===== src/rtl/xmem_arbiter.sv =====
// xmem_arbiter: two-master Wishbone arbiter (service processor, ROM/bank fetch) sharing one DDR2 slave port.
// Optional stalled-cycle watchdog is compiled in when XMEM_ARBITER_TIMEOUT_EN is defined.
module xmem_arbiter #(
   parameter int unsigned TIMEOUT_CYCLES = 1023
) (
   input  logic        clk,
   input  logic        rst_n,
   input  logic [2:31] m0_adr_i,
   input  logic [0:31] m0_dat_i,
   input  logic        m0_we_i,
   input  logic [0:3]  m0_sel_i,
   input  logic        m0_stb_i,
   input  logic        m0_cyc_i,
   output logic [0:31] m0_dat_o,
   output logic        m0_ack_o,
   input  logic [2:31] m1_adr_i,
   input  logic [0:31] m1_dat_i,
   input  logic        m1_we_i,
   input  logic [0:3]  m1_sel_i,
   input  logic        m1_stb_i,
   input  logic        m1_cyc_i,
   output logic [0:31] m1_dat_o,
   output logic        m1_ack_o,
   output logic [2:31] s_adr_o,
   output logic [0:31] s_dat_o,
   output logic        s_we_o,
   output logic [0:3]  s_sel_o,
   output logic        s_stb_o,
   output logic        s_cyc_o,
   input  logic [0:31] s_dat_i,
   input  logic        s_ack_i,
   output logic [0:1]  grant_o,
   output logic        timeout_o
);

   typedef enum logic [1:0] {IDLE = 2'd0, OWN0 = 2'd1, OWN1 = 2'd2} state_e;

   localparam int unsigned CNT_W = 10;

   state_e     state_q, state_d;
   logic       last_q, last_d;     // 0 = m0 owned last, 1 = m1 owned last
   logic [0:1] grant_q, grant_d;
   logic       fire;

   always_comb begin
      // NOTE: every combinational output gets a default first so no path infers a latch.
      state_d = state_q;
      last_d  = last_q;
      case (state_q)
         IDLE: begin
            if (m0_cyc_i && m1_cyc_i) begin
               state_d = last_q ? OWN0 : OWN1;
               last_d  = ~last_q;
            end else if (m0_cyc_i) begin
               state_d = OWN0;
               last_d  = 1'b0;
            end else if (m1_cyc_i) begin
               state_d = OWN1;
               last_d  = 1'b1;
            end
         end
         OWN0:    if (!m0_cyc_i) state_d = IDLE;
         OWN1:    if (!m1_cyc_i) state_d = IDLE;
         default: state_d = IDLE;
      endcase
      grant_d = {state_d == OWN0, state_d == OWN1};
   end

   always_ff @(posedge clk or negedge rst_n) begin
      // NOTE: state registers use non-blocking assignments so every flop samples pre-edge values.
      if (!rst_n) begin
         state_q <= IDLE;
         last_q  <= 1'b1;
         grant_q <= '0;
      end else begin
         state_q <= state_d;
         last_q  <= last_d;
         grant_q <= grant_d;
      end
   end

   // Owner's request is steered straight through; a watchdog hit substitutes an error ack.
   always_comb begin
      s_adr_o  = '0;
      s_dat_o  = '0;
      s_we_o   = 1'b0;
      s_sel_o  = '0;
      s_stb_o  = 1'b0;
      s_cyc_o  = 1'b0;
      m0_ack_o = 1'b0;
      m0_dat_o = '0;
      m1_ack_o = 1'b0;
      m1_dat_o = '0;
      case (state_q)
         OWN0: begin
            s_adr_o  = m0_adr_i;
            s_dat_o  = m0_dat_i;
            s_we_o   = m0_we_i;
            s_sel_o  = m0_sel_i;
            s_cyc_o  = m0_cyc_i & ~fire;
            s_stb_o  = m0_stb_i & m0_cyc_i & ~fire;
            m0_ack_o = fire | (s_ack_i & m0_stb_i & m0_cyc_i);
            m0_dat_o = fire ? '1 : s_dat_i;
         end
         OWN1: begin
            s_adr_o  = m1_adr_i;
            s_dat_o  = m1_dat_i;
            s_we_o   = m1_we_i;
            s_sel_o  = m1_sel_i;
            s_cyc_o  = m1_cyc_i & ~fire;
            s_stb_o  = m1_stb_i & m1_cyc_i & ~fire;
            m1_ack_o = fire | (s_ack_i & m1_stb_i & m1_cyc_i);
            m1_dat_o = fire ? '1 : s_dat_i;
         end
         default: ;
      endcase
   end

   assign grant_o = grant_q;

`ifdef XMEM_ARBITER_TIMEOUT_EN
   logic [CNT_W-1:0] cnt_q, cnt_d;
   logic             timeout_q;

   assign fire = (state_q != IDLE) && (cnt_q == CNT_W'(TIMEOUT_CYCLES));

   always_comb begin
      cnt_d = cnt_q;
      if ((state_q == IDLE) || s_ack_i || fire) begin
         cnt_d = '0;
      end else if (s_stb_o) begin
         cnt_d = cnt_q + CNT_W'(1);
      end
   end

   always_ff @(posedge clk or negedge rst_n) begin
      if (!rst_n) begin
         cnt_q     <= '0;
         timeout_q <= 1'b0;
      end else begin
         cnt_q     <= cnt_d;
         timeout_q <= timeout_q | fire;
      end
   end

   assign timeout_o = timeout_q;
`else
   logic unused_timeout_cfg;

   assign fire               = 1'b0;
   assign timeout_o          = 1'b0;
   assign unused_timeout_cfg = (TIMEOUT_CYCLES != 0) && (CNT_W != 0);
`endif

endmodule


===== config.mk =====
export PLATFORM = sky130hd
export DESIGN_NAME = xmem_arbiter
export DESIGN_NICKNAME = d
export VERILOG_FILES = /design/src/rtl/xmem_arbiter.sv
export SDC_FILE = /design/constraint.sdc
export NUM_CORES = 1
export LEC_CHECK = 0
export BUFFER_PORTS_ARGS = -buffer_cell sky130_fd_sc_hd__clkbuf_2
export CORE_AREA = 2 2 120 122
export CTS_CLUSTER_SIZE = 24
export DETAILED_ROUTE_END_ITERATION = 16
export DIE_AREA = 0 0 122 124
export PLACE_DENSITY = 0.5
export SYNTH_ARGS = -nofsm -noshare
export SYNTH_HDL_FRONTEND = slang
export SYNTH_SLANG_ARGS = --single-unit

===== constraint.sdc =====
create_clock -name clk -period 1.6 [get_ports clk]
set_input_delay 0.16 -clock clk [delete_from_list [all_inputs] [get_ports clk]]
set_output_delay 0.16 -clock clk [all_outputs]
set_load 0.02 [all_outputs]

==> results of run 1 <==
[worst register-to-register path, delay by kind of cell (launching register included)]
kind	cells	cell delay [ps]
buffers and inverters	4	510
AOI/OAI and AO/OA	2	480
DFF	1	400
adders and majority gates	1	190
and+or+nand+nor	1	150
[state kept, by name, indices dropped and copies added, names as in the netlist]
name	count
last_q	1
state_q	2
grant_o	2
[kinds of logic (layout without fill, tap and decap cells)]
group           after synthesis  count (layout)
compound gates               71              71
fa+ha+maj                     4               4
buf+inv                      33             354
flops                         5               5
other cells                   1               1
simple gates                148             148
[what timing repair did]
item                                    4_1_cts  5_1_grt
pin swaps                                     5        4
endpoints found under the hold margin         5        0
gates resized for setup                     173      241
hold buffers                                  1        0
endpoints found under the setup margin      137      139
gates cloned                                  5       11
setup buffers                                 4        6
[area by class of cell]
cell class,count,area [um2],area share [%]
multi-input combinational,224,2160,38.39
inverter,3,13.76,0.2447
timing repair buffer,347,3019,53.67
sequential,5,128.9,2.291
tap,180,225.2,4.004
clock buffer,4,78.83,1.401
[placed cells by master, fill, tap and decap left out, types with 2 or more instances in the layout]
cell type / count
nor2_1: 6
dfrtp_2: 2
and2_1: 30
buf_16: 4
a22oi_2: 55
buf_2: 10
and2_4: 36
buf_8: 34
clkbuf_2: 182
dfrtp_1: 2
nor2b_4: 9
buf_6: 29
nand3_1: 2
nor2b_2: 58
a22oi_1: 12
nor2b_1: 2
clkbuf_4: 4
ha_4: 3
buf_4: 32
buf_12: 8
clkbuf_8: 36
clkbuf_16: 10
[stage by stage]
step	cell area (um2)	TNS [ps]	hold slack, ps	power (mW)
after floorplan	1982	-175.9	-135.6	4.187
after global placement	3791	-19.88	-13.26	6.118
after detailed placement	3791	-9.362	-13.17	6.061
after CTS	4792	-18160	291.3	8.157
after global routing	5625	-22360	335.6	10.35
final	5625	-14750	315.5	9.831
[per-layer routing]
layer / vias up / routed length, um / track usage, %
met5: - / 0 / 0
met4: 0 / 63 / 1.078
met3: 8 / 800 / 2.381
met2: 156 / 6948 / 24.65
met1: 1540 / 5416 / 16.26
li1: 1553 / - / -
[power by group through the flow]
stage	combinational, mW	sequential, mW	clock [mW]
3_3_place_gp	5.90	0.220	0
4_1_cts	7.51	0.240	0.412
3_5_place_dp	5.84	0.220	0
5_1_grt	9.69	0.245	0.423
6_report	9.19	0.238	0.404
2_1_floorplan	3.94	0.244	0
[worst max path at each step]
stage	start	endpoint
after floorplan	state_q[0]	s_adr_o[2]
after global placement	state_q[0]	grant_o[0]
final	state_q[0]	grant_o[0]
after detailed placement	state_q[0]	grant_o[0]
after global routing	state_q[0]	s_stb_o
after CTS	state_q[1]	s_dat_o[12]
==> results.yml, run 1 <==
yosys:
  async_flop_share_pct: 100.0
  synth_largest_area_cell: "a22oi_1"
  synth_ff_type: "dfrtp_1"
  ys_seq_area_share_pct: 7.148
  synth_edf_count: 0
  synthAdderAreaFrac_pct: 2.831
  yosys_warnings: 0
  synth.area.mux_share_pct: 0
  synth_top_family_by_area: "simple AND/OR/NAND/NOR gates"
  synth_top_cell_area_share_pct: 28.45
  synth-compound-area-share_pct: 30.79
  synthTopCellsByCount: "69 x nor2b_1, 67 x a22oi_1, 65 x and2_1, 25 x clkbuf_1, 6 x nor2_1"
  syn_area_um2: 1768
  synth.most_common_cell: "nor2b_1"
  yosys.cell_types.count: 22
  synthXorXnorAreaFrac_pct: 0
  synth_nets: 439
  synth_area_leaders: "a22oi_1 28%, nor2b_1 24%, and2_1 23%, dfrtp_1 5.7%, clkbuf_1 5.3%"
  synthCells: 262
  synth-seq-cells: 5
  syn_area_per_cell_um2: 6.748
  synth_simple_gate_area_share_pct: 51.52
routing:
  drt-total-wl_um: 13230
  antenna_left: 0
  drt-initial-drc-count: 94
  vias: 3257
  via_per_inst: 4.269
  drc_errors: 0
  drt_first_pass_iters: 4
  wl_per_cell_um: 17.34
finish:
  n_antenna_cell: 0
  drive_gt1_share_pct: 89.37
  area_delta_synth_final_pct: 218.2
  nets: 761
  stdcell_count: 763
  fillCellCount: 1364
  final_util_pct: 41.00
critical_path:
  reg2reg_to: "grant_o[0]"
  cpPeakStageDelay_ps: 400
  cp.required_ps: 1750
  crit_top_cell: "buf_6"
  r2r-start: "state_q[0]"
  path_depth: 8
  crit_path_cell_trace: "inv_4 -> ha_4 -> buf_6 -> a22o_4 -> buf_6 -> a222oi_1 -> buf_4 -> nor3b_4"
  arrival_ps: 1960
  reg2reg_slack_ps: -210
  criticalPathCategory: "reg2reg"
  cpLargestDelayFamily: "buffers and inverters"
  slowest_stage: "dfrtp_2"
  end_kind: "flip-flop"
  crit_fanout: 4
  critPathLaunchType: "flip-flop"
  r2r_cells: 8
  critPathBufInv: 4
power:
  comb_power_share_pct: 93.5
  cellPowerDensity_nw_per_um2: 1748
  p_leak_nw: 2.625
  seqPwrFrac_pct: 2.4
  sw_frac_of_total_pct: 44.54
  switchingPower_mw: 4.379
  p_clk_share_pct: 4.1
  vdd_drop_max_mv: 0.6299
  intPower_mw: 5.452
min_path:
  hp-class: "in2async"
run_status:
  outcome: "finished, violations left"
  violations: "negative setup slack"
clock_network:
  clk_path_buf_depth: 2
  numCtsBuffers: 3
  ctsHtreeMaxLevel: 1
  cts.sinks: 5
  root_buffer: "clkbuf_16"
  clk_pin_slew_ps: 30
  cts_tree: "yes"
  clk_latency_ps: 220
floorplanning:
  rows: 43
  die_w_um: 122
  ios: 311
  core_area_um2: 13720
  initial_core_util_pct: 12.89
  chipHeight_um: 124
  dieArea_um2: 15130
sta:
  finalSetupViolations: 134
  fin_ws_ps: -214.6
  fin_crit_sh_pct: 113.4
  fin_skew_ps: 0.7573
  period_needed_ps: 1815
  rsz0062_at_grt: "true"
  fmax_mhz: 551.1
  finalHoldViolCount: 0
  slew_violations: 0
global_routing:
  grt_pass1_wl_um: 15770
  gr-total-overflow: 0
  grt_pass1_vias: 2954
  track_usage_pct: 13.16
  antenna_found_initial: 0
  grt_max_degree: 50
place:
  gp_congestion: 0.7659
  hpwl_um: 7995
  place_ws_ps: -9.362
  portBuffers: 309
  dp_cells: 733
run:
  max-cap-violations: 0
(Power assumes the default switching activity.)
==> run 2, diff against run 1 <==
--- a/config.mk
+++ b/config.mk
@@ -10,7 +10,6 @@
 export CTS_CLUSTER_SIZE = 24
 export DETAILED_ROUTE_END_ITERATION = 16
 export DIE_AREA = 0 0 122 124
-export PLACE_DENSITY = 0.5
 export SYNTH_ARGS = -nofsm -noshare
 export SYNTH_HDL_FRONTEND = slang
 export SYNTH_SLANG_ARGS = --single-unit
==> constraint.sdc (replaced) <==
create_clock -name clk -period 1.8 [get_ports clk]
set_input_delay 0.18 -clock clk [delete_from_list [all_inputs] [get_ports clk]]
set_output_delay 0.18 -clock clk [all_outputs]
set_load 0.02 [all_outputs]
==> run 2 against run 1 <==
The flow still finishes with violations (negative setup slack); global-route usage down 1.2 points; core utilization down 11 points; first-iteration DRC count up 2.1%; critical path type is now reg2out; critical endpoint is now s_dat_o[25]; largest power group unchanged.
==> results.yml, run 2 (synthesis results as in run 1) <==
power:
  cellPowerDensity_nw_per_um2: 1576
  p_clk_share_pct: 5.6
  p_total_mw: 6.545
  comb_power_share_pct: 91.5
  seqPwrFrac_pct: 3.0
  intPower_mw: 3.252
  sw_frac_of_total_pct: 50.32
  switchingPower_mw: 3.293
  vdd_drop_max_mv: 0.5968
  p_leak_nw: 2.191
finish:
  final_area_um2: 4154
  register_area_um2: 126.4
  area_delta_synth_final_pct: 135.0
  multi_input_area_um2: 1662
  fillCellCount: 1494
  n_antenna_cell: 0
  layout_commonest_cell: "clkbuf_2"
  nets: 747
  stdcell_count: 749
  final_cell_mix: "245 x clkbuf_2, 69 x nor2b_1, 65 x and2_1"
  drive_gt1_share_pct: 64.67
routing:
  wl_per_cell_um: 14.81
  drt_first_pass_iters: 4
  via_per_inst: 4.160
  drc_errors: 0
  antenna_left: 0
  vias: 3116
  drt-total-wl_um: 11090
  drt-initial-drc-count: 96
clock_network:
  clk_pin_slew_ps: 30
  ctsHtreeMaxLevel: 1
  cts_tree: "yes"
  root_buffer: "clkbuf_16"
  clk_path_buf_depth: 2
  clk_latency_ps: 230
  numCtsBuffers: 3
  cts.sinks: 5
sta:
  fin_ws_ps: -18.05
  period_needed_ps: 1818
  fin_skew_ps: 1.030
  rsz0062_at_grt: "true"
  finalHoldViolCount: 0
  finalSetupViolations: 4
  slew_violations: 0
  fmax_mhz: 550.0
  worst_hold_slack_ps: 331.3
  fin_crit_sh_pct: 101.0
place:
  portBuffers: 309
  placed_area_um2: 3601
  gp_congestion: 0.7850
  dp_cells: 732
  hpwl_um: 7885
run_status:
  violations: "negative setup slack"
  outcome: "finished, violations left"
critical_path:
  end_kind: "output port"
  r2r-start: "state_q[0]"
  r2r_cells: 5
  critPathLaunchType: "flip-flop"
  arrival_ps: 1640
  criticalPathCategory: "reg2out"
  reg2reg_slack_ps: 80
  cp.required_ps: 1620
  critPathLaunch: "state_q[1]"
  critPathCapture: "s_dat_o[25]"
  reg2reg_to: "grant_o[1]"
  crit_fanout: 13
min_path:
  hp-class: "in2async"
floorplanning:
  rows: 43
  ios: 311
  initial_core_util_pct: 12.89
  chipHeight_um: 124
  die_w_um: 122
  core_area_um2: 13720
  dieArea_um2: 15130
global_routing:
  grt_pass1_wl_um: 14080
  grt_pass1_vias: 2720
  gr-total-overflow: 0
  track_usage_pct: 11.99
  antenna_found_initial: 0
  grt_max_degree: 54
run:
  max-cap-violations: 0
[run 2: cell count changes in the layout (fill, tap and decap cells not counted), sizes merged]
cell,change
clkbuf,+20
buf,-35
bufbuf,+1
[run 2: critical path: stages (launching register included)]
cell,delay (ps)
dfrtp_1,370
buf_4,160
ha_4,190
buf_12,160
buf_12,150
a22oi_2,150
nor2b_1,70
buf_4,160
[run 2: worst min-delay path by stage]
stage / from / slack, ps / cells after the start / end
6_report: rst_n / 330 / 2 / grant_o[1]
3_5_place_dp: rst_n / 5 / 1 / grant_o[1]
5_1_grt: rst_n / 340 / 2 / grant_o[1]
2_1_floorplan: rst_n / -120 / 0 / grant_o[0]
4_1_cts: rst_n / 310 / 2 / grant_o[1]
3_3_place_gp: rst_n / 5 / 1 / grant_o[1]
[run 2: repair_timing]
action | 4_1_cts | 5_1_grt
gates cloned | 3 | 4
resized for setup | 19 | 112
buffers inserted | 2 | 3
setup endpoints to repair | 69 | 70
hold buffers | 1 | 0
pin swaps | 1 | 2
endpoints found under the hold margin | 5 | 0
[run 2: metrics by stage]
stage | TNS (ps) | worst slack (ps) | util, %
final | -56.08 | -18.05 | 30.28
after floorplan | 0 | 15.29 | -
after global placement | 0 | 122.0 | 26.25
after CTS | -75.53 | -25.34 | 28.24
after detailed placement | 0 | 120.7 | 26.25
after global routing | -4588 | -87.32 | 30.28
[run 2: power groups by stage]
stage          Combinational, mW  Clock (mW)  Sequential [mW]
2_1_floorplan               3.05           0            0.217
3_3_place_gp                4.78           0            0.198
3_5_place_dp                4.76           0            0.198
4_1_cts                     5.47       0.370            0.192
5_1_grt                     6.43       0.386            0.200
6_report                    5.99       0.363            0.194
[run 2: per-layer routing]
layer | track usage (%) | up-vias | wire (um)
met5 | 0 | - | 0
met4 | 1.940 | 0 | 81
met2 | 24.02 | 187 | 5731
met1 | 13.45 | 1402 | 4331
li1 | - | 1519 | -
met3 | 1.786 | 8 | 946
[run 2: area by class of cell]
type | count | area share [%]
multi-input combinational | 224 | 40.00
inverter | 3 | 0.2711
tap | 180 | 5.422
clock buffer | 4 | 1.898
timing repair buffer | 333 | 49.37
sequential | 5 | 3.042
